--- src/rtl/pc_fetch_sequencer.sv ---
// Program counter owner and instruction-fetch sequencer: selects the next PC from the
// sequential, branch, jump and trap sources and runs the imem ready/stall/flush handshake.
module pc_fetch_sequencer #(
  parameter int unsigned     XLEN     = 32,
  parameter logic [XLEN-1:0] RESET_PC = 32'h0000_0000,
  parameter int unsigned     INC      = 4,
  parameter logic [XLEN-1:0] TRAP_VEC = 32'h0000_0100,
  parameter int unsigned     MAX_WAIT = 15
) (
  input  logic            clk,
  input  logic            reset,
  input  logic            stall,
  input  logic            branch_taken,
  input  logic [XLEN-1:0] branch_target,
  input  logic            jump,
  input  logic [XLEN-1:0] jump_target,
  input  logic            trap,
  input  logic            imem_ready,
  output logic            imem_req,
  output logic [XLEN-1:0] pc,
  output logic [XLEN-1:0] pc_plus4,
  output logic            inst_valid,
  output logic            flush,
  output logic            fetch_timeout,
  output logic [15:0]     redirect_count
);

  localparam int unsigned     WaitW  = $clog2(MAX_WAIT + 1);
  localparam logic [XLEN-1:0] IncVal = XLEN'(INC);
  localparam logic [WaitW-1:0] WaitMax = WaitW'(MAX_WAIT);

  typedef enum logic [1:0] {StBoot, StFetch, StHold, StFlush} state_e;

  state_e            state_q, state_d;
  logic [XLEN-1:0]   pc_q, pc_d;
  logic [XLEN-1:0]   pc_plus4_q, pc_plus4_d;
  logic              imem_req_q, imem_req_d;
  logic              flush_q, flush_d;
  logic              timeout_q, timeout_d;
  logic [15:0]       count_q, count_d;
  logic [WaitW-1:0]  wait_q, wait_d;

  logic              redirect;
  logic [XLEN-1:0]   redirect_pc;

  always_comb begin
    redirect    = trap | jump | branch_taken;
    redirect_pc = trap ? TRAP_VEC : (jump ? jump_target : branch_target);
    redirect_pc[1:0] = 2'b00;
  end

  always_comb begin
    state_d   = state_q;
    pc_d      = pc_q;
    count_d   = count_q;
    wait_d    = wait_q;
    timeout_d = timeout_q;

    unique case (state_q)
      StBoot: begin
        state_d = StFetch;
        wait_d  = '0;
      end
      StFetch: begin
        if (imem_ready) begin
          wait_d = '0;
          if (stall) begin
            state_d = StHold;
          end else begin
            pc_d = pc_q + IncVal;
          end
        end else begin
          // Saturate so a long stall never wraps the counter back below the threshold.
          wait_d = (wait_q == WaitMax) ? wait_q : wait_q + 1'b1;
          if (wait_d == WaitMax) begin
            timeout_d = 1'b1;
          end
        end
      end
      StHold: begin
        wait_d = '0;
        if (!stall) begin
          pc_d    = pc_q + IncVal;
          state_d = StFetch;
        end
      end
      StFlush: begin
        wait_d  = '0;
        state_d = StFetch;
      end
    endcase

    // Redirects override stall and imem_ready everywhere except BOOT.
    if (redirect && (state_q != StBoot)) begin
      pc_d    = redirect_pc;
      state_d = StFlush;
      wait_d  = '0;
      count_d = (count_q == 16'hFFFF) ? count_q : count_q + 16'd1;
    end

    pc_plus4_d = pc_d + IncVal;
    imem_req_d = (state_d == StFetch);
    flush_d    = (state_d == StFlush);
  end

  always_ff @(posedge clk) begin
    if (reset) begin
      state_q    <= StBoot;
      pc_q       <= RESET_PC;
      pc_plus4_q <= RESET_PC + IncVal;
      imem_req_q <= 1'b0;
      flush_q    <= 1'b0;
      timeout_q  <= 1'b0;
      count_q    <= 16'd0;
      wait_q     <= '0;
    end else begin
      state_q    <= state_d;
      pc_q       <= pc_d;
      pc_plus4_q <= pc_plus4_d;
      imem_req_q <= imem_req_d;
      flush_q    <= flush_d;
      timeout_q  <= timeout_d;
      count_q    <= count_d;
      wait_q     <= wait_d;
    end
  end

  assign imem_req       = imem_req_q;
  assign pc             = pc_q;
  assign pc_plus4       = pc_plus4_q;
  assign flush          = flush_q;
  assign fetch_timeout  = timeout_q;
  assign redirect_count = count_q;
  assign inst_valid     = (state_q == StFetch) && imem_ready;

endmodule
--- config.mk ---
export PLATFORM = sky130hd
export DESIGN_NAME = pc_fetch_sequencer
export DESIGN_NICKNAME = d
export VERILOG_FILES = /design/src/rtl/pc_fetch_sequencer.sv
export SDC_FILE = /design/constraint.sdc
export NUM_CORES = 1
export LEC_CHECK = 0
export BUFFER_PORTS_ARGS = -buffer_cell sky130_fd_sc_hd__clkbuf_2
export CAP_MARGIN = 40
export CORE_ASPECT_RATIO = 0.7
export CORE_MARGIN = 8
export CORE_UTILIZATION = 57
export DETAILED_ROUTE_END_ITERATION = 8
export GPL_ROUTABILITY_DRIVEN = 0
export HOLD_SLACK_MARGIN = 0.05
export PLACE_DENSITY = 0.85
export SLEW_MARGIN = 20
export SYNTH_ARGS = -nofsm -noshare
export SYNTH_HDL_FRONTEND = slang
export SYNTH_SLANG_ARGS = --single-unit
--- constraint.sdc ---
create_clock -name clk -period 7.05 [get_ports clk]
set_input_delay 0.705 -clock clk [delete_from_list [all_inputs] [get_ports clk]]
set_output_delay 0.705 -clock clk [all_outputs]
set_load 0.02 [all_outputs]
# Yosys cells after proc, flatten, opt, wreduce, memory -nomap -nowiden
# Cells that the tools add are included.
[op_classes]
eq_ne = 8
muxes = 14
addsub = 4
reduce_logical = 9
bitwise_logic = 4
[ops]
columns = ["cell", "count"]
rows = [
  ["$mux W32", 5],
  ["$add A32 B3 Y32 const B", 2],
  ["$pmux W32 S2", 1],
  ["$add A16 B1 Y16 const B", 1],
  ["$eq A16 B16 Y1 const B", 1],
  ["$eq A4 B4 Y1 const B", 2],
  ["$mux W2", 4],
  ["$mux W4", 2],
  ["$pmux W4 S2", 1],
  ["$eq A2 B2 Y1 const B", 3],
  ["$pmux W2 S3", 1],
  ["$add A4 B1 Y4 const B", 1],
  ["$eq A2 B1 Y1 const B", 2],
  ["$reduce_or A2 Y1", 2],
  ["$reduce_and A3 Y1", 1],
  ["$reduce_or A3 Y1", 1],
  ["$logic_and A1 B1 Y1", 2],
  ["$logic_not A2 Y1", 1],
  ["$not A1 Y1", 2],
  ["$or A1 B1 Y1", 2],
  ["$reduce_and A2 Y1", 1],
  ["$reduce_bool A2 Y1", 1],
]
[totals]
out_inout_bits = 84
in_bits = 71
reg_bits = 89
wordCells = 47

# Logic depth before layout (Yosys ltp)
# Gate-level depths: netlist of run 1.
[depth]
word_depth = 6
depth_mapped = 15
depth_no_buf = 13

# Worst setup path after synthesis of run 1
# Ideal clock, no wire load.
[synth_path]
path_type = "input -> register"
startpoint = "input port jump"
endpoint = "register pc_plus4_q[22], in the netlist pc_plus4[22]"
path_slack_ps = 3439
t_required_ps = 6927
arrival_ps = 3487
setup_time_ps = 123
stages = 14
n_path_buf = 3
path_cell_list = "buf_6 -> or3_1 -> buf_6 -> nand2_2 -> buf_4 -> nor2_1 -> or2_2 -> inv_1 -> ha_1 -> nand2b_1 -> nor4b_2 -> nand4_2 -> nor3_1 -> mux2_1"
[synth_between]
elab_chain_len = 5
word_cells_on_any_way = 7
classes_between = "add/sub (1); mux (3); bitwise (2); reduce/logical (1)"
[synth_rtl]
columns = ["element", "line_no", "rtl"]
rows = [
  ["start: declaration", "15", "input logic jump,"],
  ["$or A1 B1 Y1 (2 in series)", "47", "redirect = trap | jump | branch_taken;"],
  ["$logic_and A1 B1 Y1", "94", "if (redirect && (state_q != StBoot)) begin"],
  ["$mux W32 (*)", "94", ""],
  ["via pc_d[3]", "35", "logic [XLEN-1:0] pc_q, pc_d;"],
  ["$add A32 B3 Y32 (*)", "101", "pc_plus4_d = pc_d + IncVal;"],
  ["end signal: assignment", "110", "pc_plus4_q <= RESET_PC + IncVal;"],
  ["end signal: assignment", "119", "pc_plus4_q <= pc_plus4_d;"],
  ["end: declaration", "36", "logic [XLEN-1:0] pc_plus4_q, pc_plus4_d;"],
]
# Mark *: on every way through the listed nets, which the timed path passes. The rest lies on a longest branch.
# A chain may end at the register's enable or synchronous reset.

# Worst setup path in the final report of run 1
# Ends and elaborated chain as after synthesis.

==> reports/metrics.yaml, run 1 <==
drt_iter0_markers: 741
postRouteAntennaNets: 0
async_flop_share_pct: 0
crit_type: "in -> reg"
max_freq_mhz: 224
arrival_ps: 4700
netSwitchingFraction_pct: 39.2
setup_tns_ps: 0
critical_path.max_stage_delay_ps: 640
pwr-share-clk_pct: 29.3
rows: 29
clk_path_buf_depth: 2
hold_viol: 0
worstSkewPairLatency_ps: 350
nets: 844
wl_um: 17400
htreeDepth: 3
rsz0062_at_grt: "false"
grt_usage_pct: 27.2
grt_max_degree: 81
min_period_ps: 4470
post_cts_resized: 0
n_antenna_cell: 0
core_um2: 9000
slowest_stage: "nor4b_2"
drv_slew: 0
die_height_um: 96.2
maxSlewHeadroom_pct: 37.7
synth.cell_area_um2: 5230
grt_pass1_vias: 5321
ys.flop_type: "dfxtp_1"
gr-total-overflow: 0
internal_power_mw: 0.994
irDropWorstVdd_mv: 0.167
dp_cells: 877
period_share_pct: 63.4
antenna_found_initial: 0
power.density_nw_per_um2: 258
p_leak_nw: 2.58
post_cts_buffers: 0
synth.distinct_cells: 84
die_area_um2: 12500
power_frac_comb_pct: 35.4
clock-sinks: 85
pwr-share-seq_pct: 35.4
yosysSeqAreaShare_pct: 32.5
instances_no_fill: 894
synth_top_area_share_pct: 32.5
drc: 0
wl_per_cell_um: 19.5
drive_above_1_share_pct: 27.5
yosys.area.top_type: "dfxtp_1"
critPathMaxFanout: 20
yosys-top-cells-area: "dfxtp_1 (33%), nor2_1 (6.7%), nand2_1 (3.2%)"
power.switching_mw: 0.641
setup_viol_count_final: 0
io_pins: 155
port_buffers: 146
synth_edf_count: 0
startpoint_type: "input port"
yosys_warnings: 0
numCtsBuffers: 9
start_util_pct: 58.1
worst_pin_slew_ps: 927
firstDrtPassIters: 5
outcome: "completed"
cap_violations: 0
die_width_um: 131
place_hpwl_um: 12700
cp.required_ps: 7280
hp-class: "reg -> reg"
path_cells: "clkbuf_2 -> buf_16 -> or3_1 -> nand2_2 -> nor2_1 -> or2_2 -> inv_1 -> ha_1 -> nand2b_1 -> nor4b_2 -> nand4_2 -> nor3_1 -> mux2_1"
postSynthAreaPerCell_um2: 8.29
clk_pin_slew_ps: 60
crit_path_end_kind: "flip-flop"
hold_buffers: 0
synth-seq-cells: 85
cts_root_buf: "clkbuf_16"
fin_util_pct: 70.3
skew_ps: 7.56
via_per_inst: 6.32
vias: 5651
syn2layout_area_growth_pct: 20.9
cts_tree: "built"
netlist_instances: 631
grt_pass1_wl_um: 27000
## cells by family (layout without fill, tap and decap cells)
| family | Yosys count | in the layout | share of synthesized area (%) |
|---|---|---|---|
| AND/OR/NAND/NOR | 308 | 308 | 31.9 |
| adder cells (fa/ha/maj) | 8 | 8 | 1.91 |
| XOR/XNOR | 30 | 30 | 5.02 |
| AO/OA/AOI/OAI | 131 | 131 | 19.9 |
| multiplexers | 22 | 22 | 4.45 |
| flip-flops | 85 | 85 | 32.5 |
| other | 1 | 4 | 0.0717 |
| buffers and inverters | 46 | 182 | 4.23 |
## path summary, 6_finish.rpt
kind | slack (ps) | cells after the start | endpoint | from
max | 2580 | 13 | pc_plus4[22] | jump
max reg2reg | 2670 | 13 | pc_plus4[22] | state_q[0]
min reg2reg | 470 | 2 | fetch_timeout | fetch_timeout
min | 470 | 2 | fetch_timeout | fetch_timeout
## power by group through the flow
stage | combinational [mW] | sequential, mW | clock (mW)
2_1_floorplan | 0.334 | 0.633 | 0
3_3_place_gp | 0.540 | 0.583 | 0
3_5_place_dp | 0.556 | 0.585 | 0
4_1_cts | 0.561 | 0.576 | 0.483
5_1_grt | 0.617 | 0.585 | 0.505
6_report | 0.578 | 0.579 | 0.478
## registers in the layout, summed over array words and instances, names as in the netlist
register and flops:
pc 30, pc_plus4 30, redirect_count 16, wait_q 4, state_q 2, fetch_timeout 1
flush 1, imem_req 1
## worst max-delay path, delay by kind of cell
family | cells | cell delay, ps
multiplexers | 1 | 340
adder cells (fa/ha/maj) | 1 | 170
buffers and inverters | 3 | 690
AND/OR/NAND/NOR | 8 | 2780
## synthesized netlist by cell type (4+ instances only)
library cell / count
xor2_1: 13
and4_1: 8
nand3_1: 15
nand2b_1: 7
o21ai_0: 13
clkbuf_1: 19
nor4_1: 19
nor3_1: 30
mux2i_1: 12
buf_4: 5
nand4b_1: 5
inv_1: 12
a22oi_1: 12
xnor2_1: 17
a211oi_1: 4
o211ai_1: 5
nand4_1: 15
nor2b_1: 12
o31a_1: 5
nand2_1: 45
buf_2: 6
a21oi_1: 24
dfxtp_1: 85
a32oi_1: 4
mux2_2: 7
nor2_1: 94
and3_1: 8
and2_1: 11
a21o_1: 5
a22o_1: 6
nand3b_1: 5
a31oi_1: 10
ha_1: 8
or2_2: 6
## final cells by class
cell class              instances  area [um2]
clock inverters                 7        73.8
multi-input cells             503        3320
flip-flops and latches         85        1700
inverters                      13        48.8
well taps                     124         155
fillers                       724        2670
repair buffers                153         801
clock buffers                   9         225
## per-stage QoR
stage	worst slack [ps]	power, mW	area (um2)	hold WS [ps]
CTS	2560	1.62	6300	477
finish	2580	1.63	6320	474
detailed placement	2200	1.14	6000	465
floorplan	3440	0.967	5240	518
global route	2380	1.71	6320	517
global placement	2390	1.12	5990	457
## routing by layer
layer	up-vias	GRT usage, %	wire length [um]
met4	0	10.8	483
met1	2614	34.2	6820
met2	382	42.1	7740
met3	48	9.30	2370
met5	-	0	0
li1	2607	-	-
## layout by cell type, fill, tap and decap left out, drive strengths merged, types with 10 or more instances in the layout
| master | count |
|---|---|
| nor3 | 33 |
| nand2 | 46 |
| xor2 | 13 |
| xnor2 | 17 |
| a31oi | 10 |
| a21oi | 25 |
| nor2b | 12 |
| clkbuf | 155 |
| mux2 | 10 |
| a22oi | 13 |
| and2 | 11 |
| o21ai | 14 |
| nand4 | 18 |
| dfxtp | 85 |
| mux2i | 12 |
| nand3 | 16 |
| inv | 15 |
| nor2 | 94 |
| nor4 | 23 |
(Power assumes the default switching activity.)
==> run 2: changes to the inputs <==
- ABC_AREA: unset -> 1
- CORE_UTILIZATION: 57 -> 53
- PLACE_DENSITY: 0.85 -> 0.79
- clock period: 7.05 -> 4.5 ns (I/O delays scaled with it)
==> run 2 against run 1 <==
Critical path depth is 7 higher. Sequential cell count stayed put. Via count is 9.1% higher. Design area is 4.4% higher. Non-clock buffer count stayed put. Routed wire length is 1.0% higher. Combinational power is 120% higher. Clock-buffer cell count is 1 higher. Synthesized cell count is 38% higher. Largest power group is now combinational cells. Largest cell class unchanged. Critical endpoint is now pc_plus4[26]. Sequential share of layout area is 1.1 points lower.
==> reports/metrics.yaml, run 2 <==
outcome: "completed"
synth_adder_area_share_pct: 1.82
firstDrtPassIters: 6
syn2layout_area_growth_pct: 20.0
n_antenna_cell: 0
wl_per_cell_um: 15.4
grt_pass1_wl_um: 27800
ys.flop_type: "dfxtp_1"
htreeDepth: 3
cts_root_buf: "clkbuf_16"
instances_no_fill: 1144
drv_slew: 0
internal_power_mw: 1.66
total_power_mw: 3.00
postRouteAntennaNets: 0
synthTopCellsByCount: "nand2_1 (196), nor2_1 (125), inv_1 (97)"
worstSkewPairLatency_ps: 340
synth-xor-area-share_pct: 0.478
cap_violations: 0
irDropWorstVdd_mv: 0.238
setup_tns_ps: 0
synthMuxAreaShare_pct: 0.182
yosys-top-cells-area: "dfxtp_1 (31%), nand2_1 (13%), nor2_1 (8.5%)"
yosys_warnings: 0
cp.required_ps: 4740
postSynthAreaPerCell_um2: 6.32
reg2reg_depth: 20
place_area_um2: 6310
skew_ps: 4.37
min_period_ps: 3790
vias: 6164
power.switching_mw: 1.34
setup_viol_count_final: 0
synth.cell_area_um2: 5500
reg2reg_setup_slack_ps: 710
fin_util_pct: 64.5
layout_commonest_cell: "nand2_1"
hold_viol: 0
crit_start: "state_q[0]"
yosys.area.top_type: "dfxtp_1"
synth_top_family_by_area: "simple AND/OR/NAND/NOR gates"
yosysSeqAreaShare_pct: 30.9
post_cts_buffers: 0
rows: 31
regToRegEndpoint: "pc_plus4[26]"
power.density_nw_per_um2: 455
start_util_pct: 53.7
maxSlewHeadroom_pct: 54.6
dp_cells: 1128
reg2reg_from: "state_q[0]"
multi_input_area_um2: 3250
synth-compound-area-share_pct: 17.3
clock-sinks: 85
antenna_found_initial: 0
gr-total-overflow: 0
via_per_inst: 5.39
power_frac_comb_pct: 42.4
hold_slack_ps: 447
max_freq_mhz: 264
pwr-share-seq_pct: 33.2
register_area_um2: 1700
post_cts_resized: 0
die_height_um: 101
critPathMaxFanout: 10
rsz0062_at_grt: "false"
period_share_pct: 84.3
drive_above_1_share_pct: 23.4
synth.distinct_cells: 42
synth-seq-cells: 85
hold_buffers: 0
io_pins: 155
arrival_ps: 4040
num-fill-cells: 993
place_hpwl_um: 13500
grt_usage_pct: 24.9
grt_pass1_vias: 5460
clk_pin_slew_ps: 70
port_buffers: 146
final_area_um2: 6600
core_um2: 10200
die_width_um: 138
cts_tree: "built"
endpoint: "pc_plus4[26]"
synth-simple-area-share_pct: 39.1
async_flop_share_pct: 0
die_area_um2: 13900
clk_path_buf_depth: 2
startpoint_type: "flip-flop"
numCtsBuffers: 9
dp_slack_ps: 843
netlist_instances: 871
drc: 0
drt_iter0_markers: 803
worst_pin_slew_ps: 680
grt_max_degree: 50
mostFrequentLayoutCells: "nand2_1 (196), clkbuf_2 (146), nor2_1 (125)"
pwr-share-clk_pct: 24.4
netSwitchingFraction_pct: 44.8
synth_edf_count: 0
nets: 1086
yosysMostFrequentCell: "nand2_1"
hp-class: "in -> reg"
crit_type: "reg -> reg"
crit_path_end_kind: "flip-flop"
setup_ws_ps: 705
synth_top_area_share_pct: 30.9
p_leak_nw: 3.09
wl_um: 17600
## run 2: layout make-up
type / count / area share (%)
Clock buffer: 10 / 3.62
Clock inverter: 6 / 0.777
Inverter: 103 / 5.86
Multi-Input combinational cell: 655 / 49.3
Sequential cell: 85 / 25.8
Tap cell: 132 / 2.50
Timing Repair Buffer: 153 / 12.2
## run 2: worst min path at each step
stage / startpoint / to / depth (start not counted)
floorplan: wait_q[3] / wait_q[3] / 2
global placement: fetch_timeout / fetch_timeout / 2
detailed placement: fetch_timeout / fetch_timeout / 2
CTS: jump_target[30] / pc[30] / 3
global route: jump_target[30] / pc[30] / 3
finish: jump_target[30] / pc[30] / 3
## run 2: routing by layer
layer	part of all wire, %	GRT usage (%)
met1	46	35.9
met2	42	35.9
met3	11	7.23
met4	1.1	5.02
met5	0	0
## run 2: cells by family (layout without fill, tap and decap cells)
logic type                 Yosys count  in the layout
AOI/OAI and AO/OA                  163            163
xor gates and xnor gates             3              3
adders and majority gates            8              8
buffers and inverters              134            272
DFF                                 85             85
muxes                                1              1
other                                1              4
and+or+nand+nor                    476            476
## run 2: power by group through the flow
stage | clock network, mW | logic, mW | registers (mW)
after floorplan | 0 | 0.740 | 1.13
after global placement | 0 | 1.23 | 1.00
after detailed placement | 0 | 1.24 | 1.01
after CTS | 0.745 | 1.25 | 0.992
after global routing | 0.769 | 1.39 | 1.01
final | 0.732 | 1.27 | 0.997
## run 2: worst max-delay path, cell delays in order, from the launching register on
cell and delay, ps:
dfxtp_1 380, inv_1 100, ha_1 580, inv_1 310, nor2_4 220, nand2_1 140, o21ai_0 280, nand2_1 150
inv_1 90, ha_1 160, inv_1 60, nor2_2 160, nand3_2 110, nor2_4 160, nand3_2 120, nor2_2 180
nand3_2 160, nor2_1 120, o21ai_1 70, nand2_1 90, inv_1 40
==> run 3: changes to the inputs <==
- CORE_UTILIZATION: 53 -> 48
- PLACE_DENSITY: 0.79 -> 0.75
- clock period: 4.5 -> 3.11 ns (I/O delays scaled with it)
==> run 3 against run 2 <==
Routed wire length grew 4.2%. Global-route usage shrank 0.93 points. Via count grew 1.9%. Worst setup slack lost 510 ps. Design area grew 2.9%. Sequential power grew 44%. Maximum frequency grew 30%. Hold slack lost 140 ps. Clock skew grew 3.7 ps. Sequential cell count is the same. Critical path type unchanged. Critical endpoint is now pc_plus4[21].
==> reports/metrics.yaml, run 3 (synthesis gave the netlist of run 2 again) <==
final_area_um2: 6790
worstHoldStart: "jump_target[29]"
num-fill-cells: 1109
worst_pin_slew_ps: 831
drive_above_1_share_pct: 24.9
reg2reg_setup_slack_ps: 200
n_antenna_cell: 0
critical-path-top-delay-family: "simple AND/OR/NAND/NOR gates"
die_area_um2: 15200
grt_max_degree: 49
skew_ps: 8.10
period_share_pct: 93.7
cap_violations: 0
regToRegEndpoint: "pc_plus4[21]"
maxSlewHeadroom_pct: 44.6
p_leak_nw: 3.16
register_area_um2: 1700
fin_util_pct: 61.2
firstDrtPassIters: 6
crit_type: "reg -> reg"
startpoint_type: "flip-flop"
multi_input_area_um2: 3300
worstSkewPairLatency_ps: 350
slowest_stage: "dfxtp_2"
hold_depth: 3
setup_tns_ps: 0
clk_pin_slew_ps: 70
drv_slew: 0
reg2reg_depth: 16
outcome: "completed"
crit_buf_inv: 4
grt_pass1_wl_um: 29100
clk_path_buf_depth: 2
place_hpwl_um: 14100
die_width_um: 144
wl_um: 18300
cp.required_ps: 3350
port_buffers: 146
critPathMaxFanout: 12
mostFrequentLayoutCells: "nand2_1 (196), clkbuf_2 (146), nor2_1 (125)"
syn2layout_area_growth_pct: 23.5
hp-class: "in -> reg"
antenna_found_initial: 0
reg2reg_from: "state_q[0]"
grt_usage_pct: 24.0
power.density_nw_per_um2: 668
cts_tree: "built"
io_pins: 155
post_cts_resized: 0
drc: 0
place_area_um2: 6430
start_util_pct: 49.6
critical_path.max_stage_delay_ps: 380
max_freq_mhz: 343
hold_viol: 0
arrival_ps: 3150
grt_pass1_vias: 5717
hold_buffers: 0
drt_iter0_markers: 657
htreeDepth: 3
min_to: "pc[29]"
via_per_inst: 5.32
path_cells: "inv_1 -> ha_1 -> o21bai_4 -> inv_2 -> buf_4 -> a21oi_1 -> a21boi_2 -> nand2_1 -> nor2_2 -> nand3_2 -> nor2_4 -> nand2_4 -> nor3_1 -> nand2_1 -> o21ai_0 -> inv_1"
setup_viol_count_final: 0
post_cts_buffers: 0
crit_path_end_kind: "flip-flop"
vias: 6279
cts_root_buf: "clkbuf_16"
nets: 1101
layout_commonest_cell: "nand2_1"
core_um2: 11100
rows: 32
gr-total-overflow: 0
die_height_um: 106
irDropWorstVdd_mv: 0.385
min_period_ps: 2910
numCtsBuffers: 9
clock-sinks: 85
postRouteAntennaNets: 0
wl_per_cell_um: 15.5
==> run 3: cell types whose count changed in the layout (fill, tap and decap cells not counted), moves of 2 or more <==
| cell | before | now |
|---|---|---|
| buf_4 | 6 | 22 |
| dfxtp_1 | 85 | 83 |
| dfxtp_2 | 0 | 2 |
| inv_6 | 3 | 1 |
| nand3_2 | 5 | 3 |
| nand3_4 | 0 | 2 |
| nor2_2 | 9 | 6 |
| nor2_4 | 8 | 11 |
==> run 3: layout make-up <==
class	instances	share of cell area, %
Inverter	103	5.69
Sequential cell	85	25.1
Clock buffer	9	3.32
Tap cell	153	2.82
Timing Repair Buffer	168	13.2
Multi-Input combinational cell	655	48.5
Clock inverter	7	1.38
==> run 3: through the flow <==
stage	setup slack [ps]	total power [mW]	std cells	hold slack, ps
floorplan	332	2.70	874	406
global placement	151	3.32	1164	461
detailed placement	99.0	3.33	1164	480
CTS	86.6	4.50	1180	300
global route	-1.55	4.82	1180	373
finish	196	4.54	1180	311
==> run 3: power by group <==
group	internal, mW	switching (mW)	total (mW)
combinational	0.605	1.33	1.94
clock	0.645	0.512	1.16
sequential	1.27	0.173	1.44
==> run 3: tightest hold or removal path, stage by stage <==
cell and delay, ps:
clkbuf_2 80, o211ai_1 90, a21oi_1 140
==> run 3: per-layer routing <==
metal  routed length, um  up-vias  GRT usage (%)
met2                7630      288           34.5
met1                8310     2812           33.8
met5                   0        -              0
li1                    -     3145              -
met3                2000       34           7.30
met4                 386        0           6.43
==> run 3: how the worst max path moves through the flow <==
stage / startpoint / endpoint / slack, ps / depth (start not counted)
2_1_floorplan: state_q[0] / pc_plus4[30] / 330 / 21
3_3_place_gp: state_q[0] / pc_plus4[30] / 150 / 20
3_5_place_dp: state_q[1] / pc_plus4[30] / 100 / 20
4_1_cts: state_q[0] / pc_plus4[30] / 90 / 20
5_1_grt: state_q[0] / pc_plus4[25] / -2 / 16
6_report: state_q[0] / pc_plus4[21] / 200 / 16
